[src/rtl/fruit_spawn_ctrl.sv]
// fruit_spawn_ctrl
// Sequencer that picks the next fruit position. On a spawn request it walks
// the fruit-position table starting at the current address, decodes each
// entry, skips out-of-range cells and cells the occupancy checker reports as
// taken, and commits the first free cell as the live fruit. If a full lap of
// the table yields nothing, the attempt ends with the sticky spawn_fail flag.
module fruit_spawn_ctrl #(
  parameter int TABLE_DEPTH = 31,
  parameter int MAX_ROW     = 14,
  parameter int MAX_COL     = 20,
  parameter int ACK_TIMEOUT = 15
) (
  input  logic        clk,
  input  logic        rst,
  input  logic        spawn_req,
  input  logic        fruit_clear,
  output logic        tbl_rst,
  output logic [4:0]  fruit_addr,
  input  logic [31:0] fruit_next,
  output logic        occ_req,
  output logic [3:0]  occ_row,
  output logic [4:0]  occ_col,
  input  logic        occ_ack,
  input  logic        occ_hit,
  output logic        busy,
  output logic        fruit_valid,
  output logic [3:0]  fruit_row,
  output logic [4:0]  fruit_col,
  output logic        spawn_done,
  output logic        spawn_fail
);

  // Constants sized to the registers they are compared against.
  localparam logic [4:0] LAST_ADDR = 5'(TABLE_DEPTH - 1);
  localparam logic [5:0] TRIES_MAX = 6'(TABLE_DEPTH);
  localparam logic [3:0] TMO_LAST  = 4'(ACK_TIMEOUT - 1);
  localparam logic [3:0] ROW_LIMIT = 4'(MAX_ROW);
  localparam logic [4:0] COL_LIMIT = 5'(MAX_COL);

  typedef enum logic [2:0] {
    S_IDLE    = 3'd0,
    S_FETCH   = 3'd1,
    S_QUERY   = 3'd2,
    S_ADVANCE = 3'd3,
    S_COMMIT  = 3'd4,
    S_FAIL    = 3'd5
  } state_t;

  state_t      state_r;
  logic [5:0]  tries_r;
  logic [3:0]  tmo_r;
  logic [3:0]  cand_row_r;
  logic [4:0]  cand_col_r;

  logic [9:0]  fetch_pos_s;
  logic        fetch_bad_s;
  logic [4:0]  addr_inc_s;

  // Next table address, wrapping from the last entry back to entry 0.
  function automatic logic [4:0] wrap_inc(input logic [4:0] addr);
    if (addr == LAST_ADDR) begin
      return 5'd0;
    end else begin
      return addr + 5'd1;
    end
  endfunction

  // A table word is unusable when the pad bit is set or row/col exceed the board.
  function automatic logic cand_bad(input logic [9:0] pos);
    logic bad;
    bad = 1'b0;
    if (pos[9] == 1'b1) begin
      bad = 1'b1;
    end else if (pos[8:5] > ROW_LIMIT) begin
      bad = 1'b1;
    end else if (pos[4:0] > COL_LIMIT) begin
      bad = 1'b1;
    end else begin
      bad = 1'b0;
    end
    return bad;
  endfunction

  // Decode the word currently presented by the table and the wrapped address.
  always_comb begin
    fetch_pos_s = fruit_next[13:4];
    fetch_bad_s = cand_bad(fruit_next[13:4]);
    addr_inc_s  = wrap_inc(fruit_addr);
  end

  // Table init follows reset by one edge so the table comes out of init with us.
  always_ff @(posedge clk) begin
    if (!rst) begin
      tbl_rst <= 1'b1;
    end else begin
      tbl_rst <= 1'b0;
    end
  end

  // Spawn sequencer: state, table walk, occupancy handshake and fruit outputs.
  always_ff @(posedge clk) begin
    if (!rst) begin
      state_r     <= S_IDLE;
      fruit_addr  <= 5'd0;
      tries_r     <= 6'd0;
      tmo_r       <= 4'd0;
      cand_row_r  <= 4'd0;
      cand_col_r  <= 5'd0;
      occ_req     <= 1'b0;
      occ_row     <= 4'd0;
      occ_col     <= 5'd0;
      busy        <= 1'b0;
      fruit_valid <= 1'b0;
      fruit_row   <= 4'd0;
      fruit_col   <= 5'd0;
      spawn_done  <= 1'b0;
      spawn_fail  <= 1'b0;
    end else begin
      // spawn_done is a single-cycle pulse unless COMMIT/FAIL re-arms it.
      spawn_done <= 1'b0;
      case (state_r)
        S_IDLE: begin
          if (spawn_req) begin
            fruit_valid <= 1'b0;
            spawn_fail  <= 1'b0;
            tries_r     <= 6'd0;
            busy        <= 1'b1;
            state_r     <= S_FETCH;
          end else if (fruit_clear) begin
            fruit_valid <= 1'b0;
          end else begin
            fruit_valid <= fruit_valid;
          end
        end

        S_FETCH: begin
          cand_row_r <= fetch_pos_s[8:5];
          cand_col_r <= fetch_pos_s[4:0];
          tries_r    <= tries_r + 6'd1;
          if (fetch_bad_s) begin
            state_r <= S_ADVANCE;
          end else begin
            tmo_r   <= 4'd0;
            occ_req <= 1'b1;
            occ_row <= fetch_pos_s[8:5];
            occ_col <= fetch_pos_s[4:0];
            state_r <= S_QUERY;
          end
        end

        S_QUERY: begin
          // occ_row/occ_col stay put until the query is resolved.
          if (occ_ack) begin
            occ_req <= 1'b0;
            if (occ_hit) begin
              state_r <= S_ADVANCE;
            end else begin
              state_r <= S_COMMIT;
            end
          end else if (tmo_r == TMO_LAST) begin
            // A silent checker is treated as "occupied" so the walk keeps moving.
            occ_req <= 1'b0;
            state_r <= S_ADVANCE;
          end else begin
            tmo_r <= tmo_r + 4'd1;
          end
        end

        S_ADVANCE: begin
          fruit_addr <= addr_inc_s;
          if (tries_r == TRIES_MAX) begin
            state_r <= S_FAIL;
          end else begin
            state_r <= S_FETCH;
          end
        end

        S_COMMIT: begin
          fruit_row   <= cand_row_r;
          fruit_col   <= cand_col_r;
          fruit_valid <= 1'b1;
          spawn_done  <= 1'b1;
          // Step past the committed entry so the next spawn starts fresh.
          fruit_addr  <= addr_inc_s;
          busy        <= 1'b0;
          state_r     <= S_IDLE;
        end

        S_FAIL: begin
          // A full lap has already brought fruit_addr back to its start value.
          spawn_fail <= 1'b1;
          spawn_done <= 1'b1;
          busy       <= 1'b0;
          state_r    <= S_IDLE;
        end

        default: begin
          occ_req <= 1'b0;
          busy    <= 1'b0;
          state_r <= S_IDLE;
        end
      endcase
    end
  end

endmodule

[config.mk]
export PLATFORM = sky130hd
export DESIGN_NAME = fruit_spawn_ctrl
export DESIGN_NICKNAME = d
export VERILOG_FILES = /design/src/rtl/fruit_spawn_ctrl.sv
export SDC_FILE = /design/constraint.sdc
export NUM_CORES = 1
export LEC_CHECK = 0
export ABC_AREA = 1
export BUFFER_PORTS_ARGS = -buffer_cell sky130_fd_sc_hd__buf_2
export CAP_MARGIN = 20
export CORE_ASPECT_RATIO = 1.1
export CORE_MARGIN = 4
export CORE_UTILIZATION = 30
export DETAILED_ROUTE_END_ITERATION = 10
export SYNTH_ARGS = -nofsm -noshare
export SYNTH_HDL_FRONTEND = slang
export SYNTH_SLANG_ARGS = --single-unit
[constraint.sdc]
create_clock -name clk -period 1.7 [get_ports clk]
set_input_delay 0.425 -clock clk [delete_from_list [all_inputs] [get_ports clk]]
set_output_delay 0.425 -clock clk [all_outputs]
set_load 0.02 [all_outputs]
# Word level (Yosys, flattened, before mapping)
# Cells that the tools add are included.
[totals] out_inout_bits=29 word_cells=85 regBits=51
[classes] eq_ne=14 n_bitwise=3 reduce_logical=17 n_lt_le_gt_ge=2 n_addsub=3 muxes=30
[op_table] op="$mux 3" count=5
[op_table] op="$mux 1" count=13
[op_table] op="$mux 4" count=3
[op_table] op="$pmux 3 s4" count=1
[op_table] op="$pmux 6 s2" count=1
[op_table] op="$reduce_and 2->1" count=6
[op_table] op="$ne 2x2->1 const B" count=4
[op_table] op="$pmux 4 s2" count=1
[op_table] op="$reduce_bool 2->1" count=4
[op_table] op="$add 6x1->6 const B" count=1
[op_table] op="$eq 3x2->1 const B" count=2
[op_table] op="$eq 3x3->1 const B" count=2
[op_table] op="$eq 6x5->1 const B" count=1
[op_table] op="$mux 6" count=1
[op_table] op="$ne 3x3->1 const B" count=2
[op_table] op="$pmux 1 s2" count=3
[op_table] op="$add 5x1->5 const B" count=1
[op_table] op="$eq 5x5->1 const B" count=1
[op_table] op="$gt 5x5->1 const B" count=1
[op_table] op="$mux 5" count=1
[op_table] op="$add 4x1->4 const B" count=1
[op_table] op="$eq 4x4->1 const B" count=1
[op_table] op="$gt 4x4->1 const B" count=1
[op_table] op="$reduce_and 4->1" count=1
[op_table] op="8 further kinds" count=11

# Logic depth before layout (Yosys ltp)
# Gate-level depths: netlist of run 1.
[depth] word_depth=6 depth_mapped=10 ltp_nobuf=9

# Worst setup path before layout of run 1
# Ideal clock, no wire load.
[synth_timing] path_type="register -> register" from="reg state_r[1]" to="reg occ_col[3]" arrival_ps=1166 path_stages_with_launch=8 required_time_ps=1573 slack_ps=407 synth_period_minus_slack_ps=1293 cell_sequence="dfxtp_1 nor3_4 inv_2 nor2_4 buf_6 nand2_1 o21ai_0 nor2_1"
[synth_via] elab_chain_cells=2
[synth_lines] element="from (decl)" line_no="49" rtl="state_t state_r;"
[synth_lines] element="from (signal assigned)" line_no="103" rtl="state_r <= S_IDLE;"
[synth_lines] element="from (signal assigned)" line_no="128" rtl="state_r <= S_FETCH;"
[synth_lines] element="from (signal assigned)" line_no="141" rtl="state_r <= S_ADVANCE;"
[synth_lines] element="$eq 3x1->1" line_no="121" rtl="case (state_r)"
[synth_lines] element="$reduce_and 2->1 (no source line)"
[synth_lines] element="to (signal assigned)" line_no="146" rtl="occ_col <= fetch_pos_s[4:0];"
[synth_lines] element="to (decl)" line_no="22" rtl="output logic [4:0] occ_col,"
# Every way passes these cells.
# A chain may end at the register's enable or synchronous reset.

# Worst setup path in the final report of run 1
[layout_timing] from="reg state_r[2]" to="reg tmo_r[2]"
[layout_via] elab_chain_cells=3 word_cells_on_any_way=8 cone_classes="5 x eq/ne; 1 x mux; 2 x reduce/logical"
[layout_lines] element="$eq 3x2->1 / $eq 3x1->1 (equally long branches)" line_no="121"
[layout_lines] element="$ne 2x2->1 (no source line) / $reduce_bool 2->1 (equally long branches)"
[layout_lines] element="$reduce_and 4->1 (no source line)"
[layout_lines] element="to (signal assigned)" line_no="165" rtl="tmo_r <= tmo_r + 4'd1;"
[layout_lines] element="to (decl)" line_no="51" rtl="logic [3:0] tmo_r;"
# Parallel ways exist; a longest one is shown, timed or not.

==> results.md, run 1 <==
* Post-synth ARST share at 0%
* Final Cycle Share at 86.00%
* Setup tns final at 0 ps
* Cell leakage power at about 1.1 nW
* Top post-synthesis cells by area: dfxtp_1, nand2_1, nor2_1
* Fin. Hold Viols at 0
* First DRT Iteration DRCs at 76
* I/O Buffers at 44
* Fmax at between 600 and 700 MHz
* Die footprint at 0.008530 mm²
* Count leader, synth: dfxtp_1
* Setup CP Type: reg -> reg
* Post-DP HPWL at 3708 µm
* Top-Level Pins at 67
* Drt drc at 0
* Pin count of the biggest net entering global routing at 18
* Gr ovfl total at 0
* CTS tree: built
* Worst-margin pin slew at 344.0 ps
* Post-DR wirelength/cell at 11.65 µm
* N_diodes at 0
* CP Cell Sequence: inv_1 > nand3_1 > o21ai_2 > nand2_1 > nand2_1 > a21oi_1
* Total GRT Usage at 12.24%
* CTS Hold Bufs at 0
* Placer Congestion at between 0.8 and 0.9
* Nets@finish at between 300 and 400
* CTS sink count at 51
* Die Ht at between 90 and 100 µm
* CTS Buf Count at 5
* Hold Crit Class: in -> reg
* Tmin final at about 1500 ps
* Yosys reg bits at 51
* RSZ-0062 raised after global routing: no
* WP data required at around 1900 ps
* Post-synthesis cell count at between 200 and 300
* Yosys warning count at 0
* Syn avg cell area at 7.543 µm²
* Netlist cell types at 29
* CTS max path bufs at 2
* First-pass GRT wire length at slightly above 8000 µm
* Pwr dens at 1066 mW/mm²
* Synth Cell Area at 0.002135 mm²
* Max FO, Critical Path at 7
* Share of layout cells above drive strength 1 at 20.18%
* Pins over their slew limit at 0
* Critical Path Max Stage Delay at 360 ps
* Crit path buf inv count at 1
* Row Count at 31
* Syn Nets at 326
* Post-CTS Setup Inserts at 0
* Vias per cell at 4.647
* Worst VDD drop at 387.0 µV
* Antenna Nets Post-Route at 0
* Setup Skew at 7.631 ps
* Starting Density at 31.63%
* Vias in the first global route at ~1.8k
* Hold WS at 381.8 ps
* Family with the most delay on the worst path: simple AND/OR/NAND/NOR gates
* Sequential cell area fraction in the yosys report at 47.83%
* Crit-path slowest cell: dfxtp_1
* Die W at 88.43 µm
* Final instance area at 0.002550 mm²
* Top_reg_cell synth: dfxtp_1
* Worst setup SP type: flop
* Status: finished, final reports clean
* Commonest cells in the netlist: dfxtp_1, nand2_1, nor2_1, a21oi_1
* Worst EP arrival at 1660 ps
* Skew-Pair Late Insertion Delay at 300 ps
* Synth area leader: dfxtp_1
* Total of max-cap violations at 0
* CTS resizes at 0
* Critical path's most frequent cell: nand2_1
* Max-slew headroom at 76.98%
* Clock root buffer: clkbuf_8
* Reg clk slew, reported paths at 100 ps
* P&R area growth vs syn at 19.46%
* Overall via count from detail_route at 1924
* Core Region at 0.006749 mm²
* Crit end category: flop
* EDFF count, synth at 0
* Drt pass-1 iters at 4
* Antenna violations before repair at 0
* CTS H-tree depth at 2
* Final WL at 4822 µm
* Final core occ at 37.78%
* Final Setup Violations at 0
* Post-DP Area at 0.002457 mm²
* Synth top area share at 47.83%
## flip-flops by register name (all words and copies together), names as in the netlist
signal       flops
spawn_done       1
fruit_valid      1
tbl_rst          1
state_r          3
tmo_r            4
fruit_col        5
busy             1
cand_col_r       5
occ_req          1
cand_row_r       4
occ_col          5
fruit_addr       5
spawn_fail       1
occ_row          4
fruit_row        4
tries_r          6
## cells in the final DEF (no fill, tap or decap), drive strengths merged, types with 3 or more instances in the layout
cell    instances
a21oi          28
nand4           3
dfxtp          51
clkbuf          5
nand2          51
nand3          13
inv            28
buf            50
ha              5
nor2           48
o21ai          28
nor3            8
## area by class of cell
| type | count | area [µm²] |
|---|---|---|
| well taps | 82 | 102.6 |
| inverters | 27 | 101.3 |
| flip-flops and latches | 51 | 1021 |
| clock buffers | 5 | 68.82 |
| multi-input cells | 196 | 967.2 |
| clock inverters | 3 | 23.77 |
| fillers | 735 | 4199 |
| repair buffers | 50 | 265.3 |
## power by group
part / switching, mW / total, mW / internal [mW] / leakage (nW)
Sequential: 0.0794 / 1.39 / 1.31 / 0.415
Clock: 0.423 / 0.721 / 0.298 / 0.0461
Combinational: 0.395 / 0.603 / 0.208 / 0.648
## per-stage QoR
stage	std cells	setup slack (ps)	total power, mW
floorplan	283	407.0	1.849
global placement	406	92.82	2.015
detailed placement	406	75.66	2.026
CTS	414	226.4	2.756
global route	414	26.28	2.907
finish	414	238.0	2.718
## routing by layer
metal | GRT usage (%) | wire length (µm) | vias to the layer above
li1 | - | - | 1018
met1 | 14.50 | 2210 | 874
met2 | 21.20 | 2408 | 30
met3 | 2.629 | 155 | 2
met4 | 5.290 | 47 | 0
met5 | 0 | 0 | -
## worst register-to-register path: stages (launching register included)
cell and delay [ps]:
dfxtp_1 360, inv_1 160, nand3_1 250, o21ai_2 360, nand2_1 110, nand2_1 70, a21oi_1 50
## cells by family after synthesis
logic type / Yosys count / synth area share (%)
AND/OR/NAND/NOR: 127 / 25.85
adder cells (fa/ha/maj): 5 / 2.931
XOR/XNOR: 2 / 0.8208
AO/OA/AOI/OAI: 62 / 15.71
flip-flops: 51 / 47.83
buffers and inverters: 36 / 6.857
## path summary, 6_finish.rpt
kind / from / to / slack [ps] / depth (start not counted)
min reg2reg: cand_row_r[3]$_SDFFE_PN0P_ / cand_row_r[3]$_SDFFE_PN0P_ / 460 / 2
min: fruit_next[10] / cand_row_r[1]$_SDFFE_PN0P_ / 380 / 3
max reg2reg: state_r[2]$_SDFFE_PN0P_ / tmo_r[2]$_SDFFE_PN0P_ / 240 / 6
max: state_r[2]$_SDFFE_PN0P_ / tmo_r[2]$_SDFFE_PN0P_ / 240 / 6
Power figures use the tool's default switching activity.
==> run 2, diff against run 1 <==
- PLACE_DENSITY: default -> 0.59
==> results.md, run 2 (synthesized netlist as in run 1, its figures left out) <==
* Final WL at 4702 µm
* I/O Buffers at 44
* Fillcell total at 732
* Vias per cell at 4.470
* Antenna Nets Post-Route at 0
* Cell leakage power at 1.115 nW
* Biggest register: tries_r
* Reg clk slew, reported paths at roughly 90 ps
* Setup Skew at ~5.7 ps
* Placer Congestion at 0.8160
* Post-CTS Setup Inserts at 0
* Detailed-routing wirelength on met1 at 2252 µm
* WP data required at 1890 ps
* Setup tns final at 0 ps
* Die W at approximately 88 µm
* Tmin final at 1464 ps
* Pin count of the biggest net entering global routing at 27
* Fin. Hold Viols at 0
* Die footprint at 0.008530 mm²
* Critical path's most frequent cell: nand2_1
* Starting Density at a little under a third
* Status: finished, final reports clean
* CTS H-tree depth at 2
* Core Region at 0.006749 mm²
* Max-slew headroom at just under 80%
* CTS Buf Count at 5
* Die Ht at around 96 µm
* CTS sink count at just over 50
* Fmax at 683.0 MHz
* Crit-path slowest cell: dfxtp_1
* Area of the multi-input gates at a little under 0.001 mm²
* Max FO, Critical Path at 7
* Antenna violations before repair at 0
* Pwr dens at 1062 mW/mm²
* Commonest non-fill, non-tap cell in the layout: dfxtp_1
* Total of max-cap violations at 0
* First-pass GRT wire length at just over 8000 µm
* CP Cell Sequence: inv_1 > nand3_1 > o21ai_2 > nand2_1 > nand2_1 > a21oi_1
* Hold WS at 386.8 ps
* CTS max path bufs at 2
* Skew-Pair Late Insertion Delay at 300 ps
* Hold Crit Class: in -> reg
* Overall via count from detail_route at 1855
* Worst setup SP type: flop
* RSZ-0062 raised after global routing: no
* Register area at 0.001021 mm²
* Largest register FFs at 6
* Pins over their slew limit at 0
* Final Cycle Share at 86.13%
* Setup slack, reg-to-reg at around 240 ps
* CTS tree: built
* P&R area growth vs syn at 20.11%
* Top-Level Pins at 67
* Setup CP Type: reg -> reg
* Final std cells w/o fill at between 400 and 500
* Crit end category: flop
* Drt drc at 0
* Drt pass-1 iters at 4
* N_diodes at 0
* Post-DR wirelength/cell at 11.33 µm
* Vias in the first global route at about 1.8k
* Routed met2 length at about 2200 µm
* Clock root buffer: clkbuf_8
* Nets@finish at 375
* First DRT Iteration DRCs at 80
* Placed cells at 407
* Final Setup Violations at 0
* Worst VDD drop at 369.3 µV
* CTS resizes at 0
* Most frequent cells in the layout: dfxtp_1, nand2_1, nor2_1, buf_2, a21oi_1
* Worst-margin pin slew at roughly 340 ps
* Gr ovfl total at 0
* Total GRT Usage at 11.86%
* Critical Path Max Stage Delay at between 300 and 400 ps
* CTS Hold Bufs at 0
* Share of layout cells above drive strength 1 at 20.42%
* Post-DP HPWL at about 3600 µm
* WL met3 at 135 µm
* Row Count at 31
* Top layer in use: met4
* Worst EP arrival at around 1700 ps
[run 2: worst max-delay path, delay by kind of cell (launching register included)]
family / cells / cell delay, ps
AO/OA/AOI/OAI: 2 / 410
buffers and inverters: 1 / 160
flip-flops: 1 / 360
AND/OR/NAND/NOR: 3 / 430
[run 2: final cells by class]
type	count	area share, %
sequential	51	39.82
multi-input combinational	196	37.73
timing repair buffer	51	10.64
tap	82	4.002
inverter	27	3.953
clock buffer	6	3.221
clock inverter	2	0.6345
[run 2: where the power goes]
part | switching, mW | internal (mW)
registers | 0.0794 | 1.31
clock network | 0.399 | 0.333
logic | 0.389 | 0.210
[run 2: worst paths after layout]
kind / startpoint / endpoint / cells past startpoint
max: state_r[2]$_SDFFE_PN0P_ / tmo_r[2]$_SDFFE_PN0P_ / 6
min: fruit_next[11] / cand_row_r[2]$_SDFFE_PN0P_ / 3
max reg2reg: state_r[2]$_SDFFE_PN0P_ / tmo_r[2]$_SDFFE_PN0P_ / 6
min reg2reg: cand_row_r[3]$_SDFFE_PN0P_ / fruit_row[3]$_SDFFE_PN0P_ / 2
[run 2: layer usage]
layer  vias to the layer above  track usage, %
met2                        28           19.64
met5                         -               0
met4                         0           4.786
met3                         6           2.799
met1                       805           14.77
li1                       1016               -
[run 2: stage by stage]
step | utilization, % | total power, mW | area [µm²] | setup WS, ps
finish | 37.99 | 2.724 | 2564 | 235.8
detailed placement | 36.52 | 2.024 | 2465 | 153.4
global placement | 36.52 | 2.018 | 2465 | 156.4
floorplan | - | 1.849 | 2135 | 407.0
global route | 37.99 | 2.923 | 2564 | 14.63
CTS | 37.99 | 2.769 | 2564 | 226.3
